[config.mk]
export PLATFORM = sky130hd
export DESIGN_NAME = display_event_capture
export DESIGN_NICKNAME = d
export VERILOG_FILES = /design/src/rtl/neptune_disp_pkg.sv /design/src/rtl/disp_evt_fifo.sv /design/src/rtl/display_event_capture.sv
export SDC_FILE = /design/constraint.sdc
export NUM_CORES = 1
export LEC_CHECK = 0
export CAP_MARGIN = 0
export CELL_PAD_IN_SITES_DETAIL_PLACEMENT = 0
export CELL_PAD_IN_SITES_GLOBAL_PLACEMENT = 2
export CORE_MARGIN = 1.5
export CORE_UTILIZATION = 40
export DETAILED_ROUTE_END_ITERATION = 8
export PLACE_DENSITY_LB_ADDON = 0.1
export SYNTH_ARGS = -nofsm -noshare
export SYNTH_HDL_FRONTEND = slang
export SYNTH_SLANG_ARGS = --single-unit
[constraint.sdc]
create_clock -name clk -period 7.86 [get_ports clk]
set_input_delay 0.786 -clock clk [delete_from_list [all_inputs] [get_ports clk]]
set_output_delay 0.786 -clock clk [all_outputs]
set_load 0.02 [all_outputs]
[src/rtl/neptune_disp_pkg.sv]
// Shared widths, event record and FSM state type for the display event capture path.
package neptune_disp_pkg;

    localparam int ENTITY_W = 3;
    localparam int ADD_W    = 20;
    localparam int DATA_W   = 21;
    localparam int DWELL_W  = 24;

    typedef struct packed {
        logic [ENTITY_W-1:0] entity;
        logic [ADD_W-1:0]    add;
        logic [DATA_W-1:0]   data;
    } disp_evt_t;

    typedef enum logic [0:0] {
        IDLE = 1'b0,
        SHOW = 1'b1
    } disp_cap_state_e;

endpackage

[src/rtl/disp_evt_fifo.sv]
// Synchronous event FIFO; pointers carry an extra MSB so full and empty are distinguishable.
module disp_evt_fifo
    import neptune_disp_pkg::*;
#(
    parameter int DEPTH = 4,
    parameter int PTR_W = $clog2(DEPTH)
) (
    input  logic             clk_i,
    input  logic             rst_ni,
    input  logic             push_i,
    input  logic             pop_i,
    input  disp_evt_t        din_i,
    output disp_evt_t        head_o,
    output logic             full_o,
    output logic             empty_o,
    output logic [PTR_W:0]   level_o
);

    disp_evt_t        mem_q [DEPTH];
    logic [PTR_W:0]   wptr_q;
    logic [PTR_W:0]   rptr_q;

    assign level_o = wptr_q - rptr_q;
    assign full_o  = (level_o == (PTR_W+1)'(DEPTH));
    assign empty_o = (wptr_q == rptr_q);
    assign head_o  = mem_q[rptr_q[PTR_W-1:0]];

    always_ff @(posedge clk_i or negedge rst_ni) begin
        if (!rst_ni) begin
            wptr_q <= '0;
            rptr_q <= '0;
        end else begin
            if (push_i) wptr_q <= wptr_q + (PTR_W+1)'(1);
            if (pop_i)  rptr_q <= rptr_q + (PTR_W+1)'(1);
        end
    end

    // Storage needs no reset: a slot is only read after it has been written.
    always_ff @(posedge clk_i) begin
        if (push_i) mem_q[wptr_q[PTR_W-1:0]] <= din_i;
    end

endmodule

[src/rtl/display_event_capture.sv]
// Queues bus events and presents each to the display driver for a minimum dwell time.
// Optional DISP_COALESCE_EN: drop an event identical to the last accepted one.
module display_event_capture
    import neptune_disp_pkg::*;
#(
    parameter int DEPTH = 4,
    parameter int DWELL = 5000000,
    parameter int PTR_W = $clog2(DEPTH)
) (
    input  logic                clk,
    input  logic                rst_n,
    input  logic                ev_valid,
    input  logic [ENTITY_W-1:0] ev_entity,
    input  logic [ADD_W-1:0]    ev_add,
    input  logic [DATA_W-1:0]   ev_data,
    input  logic                freeze,
    input  logic                clr_ovf,
    output logic [ENTITY_W-1:0] entity_out,
    output logic [ADD_W-1:0]    add_out,
    output logic [DATA_W-1:0]   data_out,
    output logic                disp_valid,
    output logic                overflow,
    output logic [PTR_W:0]      level
);

    localparam logic [DWELL_W-1:0] DWELL_LOAD = DWELL_W'(DWELL - 1);

    disp_evt_t          ev_in;
    disp_evt_t          head;
    logic               full;
    logic               empty;
    logic               push;
    logic               pop;
    logic               drop;
    logic               coalesced;

    disp_cap_state_e    state_q, state_d;
    logic [DWELL_W-1:0] cnt_q, cnt_d;
    disp_evt_t          out_q, out_d;
    logic               dv_q, dv_d;
    logic               ovf_q, ovf_d;

    assign ev_in = '{entity: ev_entity, add: ev_add, data: ev_data};

`ifdef DISP_COALESCE_EN
    disp_evt_t last_q;
    logic      last_vld_q;

    assign coalesced = last_vld_q && (ev_in == last_q);

    always_ff @(posedge clk or negedge rst_n) begin
        if (!rst_n) begin
            last_q     <= '0;
            last_vld_q <= 1'b0;
        end else if (push) begin
            last_q     <= ev_in;
            last_vld_q <= 1'b1;
        end
    end
`else
    assign coalesced = 1'b0;
`endif

    // A pop in the same cycle frees the slot, so a full FIFO can still accept.
    assign push = ev_valid && !coalesced && (!full || pop);
    assign drop = ev_valid && !coalesced && full && !pop;

    disp_evt_fifo #(
        .DEPTH (DEPTH),
        .PTR_W (PTR_W)
    ) u_fifo (
        .clk_i   (clk),
        .rst_ni  (rst_n),
        .push_i  (push),
        .pop_i   (pop),
        .din_i   (ev_in),
        .head_o  (head),
        .full_o  (full),
        .empty_o (empty),
        .level_o (level)
    );

    always_comb begin
        state_d = state_q;
        cnt_d   = cnt_q;
        out_d   = out_q;
        dv_d    = dv_q;
        pop     = 1'b0;
        case (state_q)
            IDLE: pop = !empty;
            SHOW: begin
                if (!freeze) begin
                    if (cnt_q != '0) cnt_d = cnt_q - DWELL_W'(1);
                    else if (!empty) pop = 1'b1;
                    else state_d = IDLE;
                end
            end
            default: state_d = IDLE;
        endcase
        if (pop) begin
            out_d   = head;
            dv_d    = 1'b1;
            cnt_d   = DWELL_LOAD;
            state_d = SHOW;
        end
    end

    // A drop in the same cycle as clr_ovf keeps the flag set.
    assign ovf_d = drop | (ovf_q & ~clr_ovf);

    always_ff @(posedge clk or negedge rst_n) begin
        if (!rst_n) begin
            state_q <= IDLE;
            cnt_q   <= '0;
            out_q   <= '0;
            dv_q    <= 1'b0;
            ovf_q   <= 1'b0;
        end else begin
            state_q <= state_d;
            cnt_q   <= cnt_d;
            out_q   <= out_d;
            dv_q    <= dv_d;
            ovf_q   <= ovf_d;
        end
    end

    assign entity_out = out_q.entity;
    assign add_out    = out_q.add;
    assign data_out   = out_q.data;
    assign disp_valid = dv_q;
    assign overflow   = ovf_q;

endmodule

==> results list <==
- The flow ran to the end, and the final reports show no timing, DRC or antenna violations.
- Die Area: 25600 sq um
- Setup slack of the critical path after layout: ~4.0 ns
* Clock latency on the worst-skew pair: 0.56 ns
* Sum of net half-perimeters after detailed placement: 11.4 mm
- Critical Path Max Stage Delay: between 1 and 1.5 ns
- Clock-pin slew was measured on the worst setup and hold paths at around 0.060 ns.
* Global-route congestion overflow total: 0
- Summing all flip-flop and latch instances after layout gives between 7000 and 8000 sq um.
- I/O Buffers: a little under 100
* VDD IR-drop max: between 0.15 and 0.2 mV
- For flop-to-flop paths, the worst setup slack is around 4.1 ns.
- Clock sink total: around 250
- The detail route stage leaves a number of antenna-violating nets equal to 0.
- The worst setup path is captured at an output port.
* Total setup violations reported at the end of the flow: 0
- Setup repair after global routing missed its margin: false
- CTS tree: done
* Initial Util: between 40% and 50%
- Pre-CTS setup slack: between 4 and 5 ns
- Synth Register Bits: roughly 250
- Most common cell after layout, fill and taps aside: edfxtp_1
* Met2 capacity usage during global routing: approximately 29%
- In the global route stage, met3 resource usage came out at ~3.3%.
* Cts bufs inserted: 28
* Normalized max-slew margin: 33.7%
- Net total in the final layout: between 600 and 700
- Worst Setup Path Type: reg -> out
- In this run the number of H-tree levels came out at 1.
- The endpoint identified for the worst register-to-register timing path is u_fifo.mem_q[0][6].
- Data arrival time at the worst-slack endpoint: about 3.1 ns
- Slowest cell on the critical path: dfrtp_4
- Area of the multi-input gates: 2500 sq um
- The average instance in the mapped netlist occupies 19.0 sq um.
- Gate Count Post-Synth: between 500 and 600
* Via count: 4927
- P&R area growth vs syn: 23.1%
* Number of search-and-repair iterations in the first detailed-routing pass: 4
- Ratio of final minimum period to clock period: between 40% and 50%
- Synthesized netlist net count: 577
* Number of DRC markers in iteration 0: 183
* Routed wire per std cell: 20.1 um
- Maximum Capacitance Violations: 0
- Number of antenna diodes: 0
* Detailed-route vias per instance: 5.04
* Standard cell area after detailed placement: approximately 11000 sq um
- Transition time at the pin with the least slew margin: around 0.99 ns
- The clock passes through at most 3 buffers.
* Number of fillers in the final layout: about 2000
* Post-CTS setup buffer count: 0
- The first global-routing pass estimated 31.5 mm of wire.
* Post-route minimum period: approximately 3.9 ns
* Num rows: 57
- Number of warnings reported in the yosys synthesis log: 0
- Std-Cell Core Area: around 24000 sq um
- Top-Level Pins: 98
- Count of unresolved DRC violations after routing: 0
- Met1 track demand over resource in global routing: about a fifth
- In this run the horizontal extent of the chip is between 150 and 200 um.
- The final-report max-slew violation count came to 0.
- In this run, placement finished with an instance count of approximately 930.
- The min-delay analysis places its worst path in the category in -> async.
- Number of global-route vias before repair: between 5000 and 6000
- Grouping stages by cell kind, the critical path spends the most delay in flip-flops.
- Largest fanout of any net on the critical path: 47
- In this run, post-CTS hold repair placed 0 buffers.
- Unique cell type count in the Yosys netlist: 42
- After routing the design area is about 12000 sq um.
- Count of endpoints failing hold in the final timing report: 0
* Total global routing track utilization: 16.1%
- After layout, the design draws a total of between 4 and 5 mW.
* Cell chosen for the clock root: clkbuf_16
- Measured along the y axis, the die boundary spans 160 um.
- Pin count of the biggest net entering global routing: a little under 50
* Initial antenna violation count: 1
- Sequential-to-total area share from yosys stat: between 70 and 80%
* Achievable frequency: 0.257 GHz
- The number of gates resized after CTS was 0.
* Buffers & Inverters on Critical Path: 2
* Routed wire length: 19.6 mm
* Minimum hold slack: approximately 0.22 ns
- Walking the worst path, the cells encountered are ha_1 -> fa_1 -> inv_1 -> clkdlybuf4s50_1.
* Critical register-to-register path startpoint: cnt_q[0]
- The cell area that synthesis handed to floorplanning was roughly 9900 sq um.
* Fraction of layout cells with a size suffix above 1: 20.8%
* Final weighted congestion in routability-driven placement: between 0.6 and 0.7
- The global routing stage identified its most utilized layer as met2.
- Cell depth of the worst flop-to-flop path: 8
* Kind of start point of the critical path: flip-flop
- Summed over all cells, the static leakage comes to between 4 and 5 nW.
- In the final timing run, aggregate negative setup slack is 0 ns.
- Setup clock skew after layout: 0.0232 ns
- In this run the power density over the cells is around 360 nW/um^2.
* Non-Filler Instances: slightly below 1000
* Most used cells in the layout excluding fill and tap cells: 176 x edfxtp_1, 96 x clkdlybuf4s50_1, 75 x dfrtp_1
- Required time worst endpoint: between 7 and 8 ns
* Core occupancy in the finished layout: 50.1%
[cells in the mapped netlist (all sizes together)]
master,n,share of area [%]
a21oi,2,0.10
and2,4,0.27
and3,1,0.063
buf,11,0.88
clkbuf,11,0.42
dfrtp,77,20
edfxtp,176,54
fa,1,0.20
ha,9,1.1
inv,9,0.34
mux2,45,5.1
mux2i,1,0.10
mux4,44,10
nand2,15,0.57
nand2b,3,0.19
nand3,8,0.41
nand3b,3,0.23
nor2,18,0.68
nor2b,2,0.13
nor3,7,0.36
nor3b,1,0.076
nor4,6,0.38
nor4b,4,0.36
o211ai,6,0.46
o21a,1,0.076
o21ai,6,0.30
o22ai,1,0.063
o31a,1,0.089
o31ai,4,0.44
or2,1,0.063
or3,8,0.51
or4,7,0.57
or4b,2,0.20
xnor2,16,1.4
xor2,7,0.62
[report_power, final]
part | internal (mW) | leakage [nW] | switching [mW]
clock network | 0.813 | 0.466 | 0.512
registers | 1.80 | 2.63 | 0.202
logic | 0.533 | 1.35 | 0.559
[worst max-delay path by stage]
stage | startpoint | endpoint | slack [ns] | depth (start not counted)
after floorplan | cnt_q[0] | u_fifo.mem_q[0][0] | 4.17 | 7
after global routing | u_fifo.rptr_q[0] | level[1] | 3.70 | 4
final | u_fifo.rptr_q[0] | level[1] | 3.97 | 4
after CTS | u_fifo.rptr_q[0] | level[1] | 3.84 | 4
after detailed placement | u_fifo.rptr_q[0] | u_fifo.mem_q[0][18] | 4.05 | 8
after global placement | cnt_q[0] | data_out[9] | 4.13 | 8
[worst reg2reg max path: stages (launching register included)]
cell     delay, ns
dfrtp_1       0.38
inv_1         0.12
ha_1          0.18
or4b_2        0.60
or4_4         0.55
nor4_1        0.41
or3_1         0.26
and2_2        0.31
buf_4         0.55
[final cells by class]
type,instances,share of cell area (%)
multi-input combinational,234,20.6
sequential,253,59.4
inverter,9,0.278
clock buffer,42,6.70
tap,324,3.34
timing repair buffer,105,8.47
clock inverter,10,1.24
[routing by layer]
| layer | wire (um) | up-vias |
|---|---|---|
| li1 | - | 2254 |
| met1 | 8080 | 2562 |
| met2 | 10300 | 73 |
| met3 | 723 | 36 |
| met4 | 450 | 2 |
| met5 | 15 | - |
[logic make-up after synthesis]
| kind of cell | count (synthesis) | synth area share (%) |
|---|---|---|
| simple gates | 90 | 5.05 |
| xor+xnor | 23 | 2.04 |
| buf+inv | 31 | 1.64 |
| fa+ha+maj | 10 | 1.34 |
| mux | 90 | 15.3 |
| flops | 253 | 73.1 |
| compound gates | 21 | 1.53 |
[state kept, by name, summed over array words and instances, names as in the netlist, 3 cells and up]
name	cells
add_out	20
u_fifo.mem_q	176
u_fifo.wptr_q	3
entity_out	3
u_fifo.rptr_q	3
cnt_q	24
data_out	21
No activity file was read; power rests on OpenSTA's default activity.
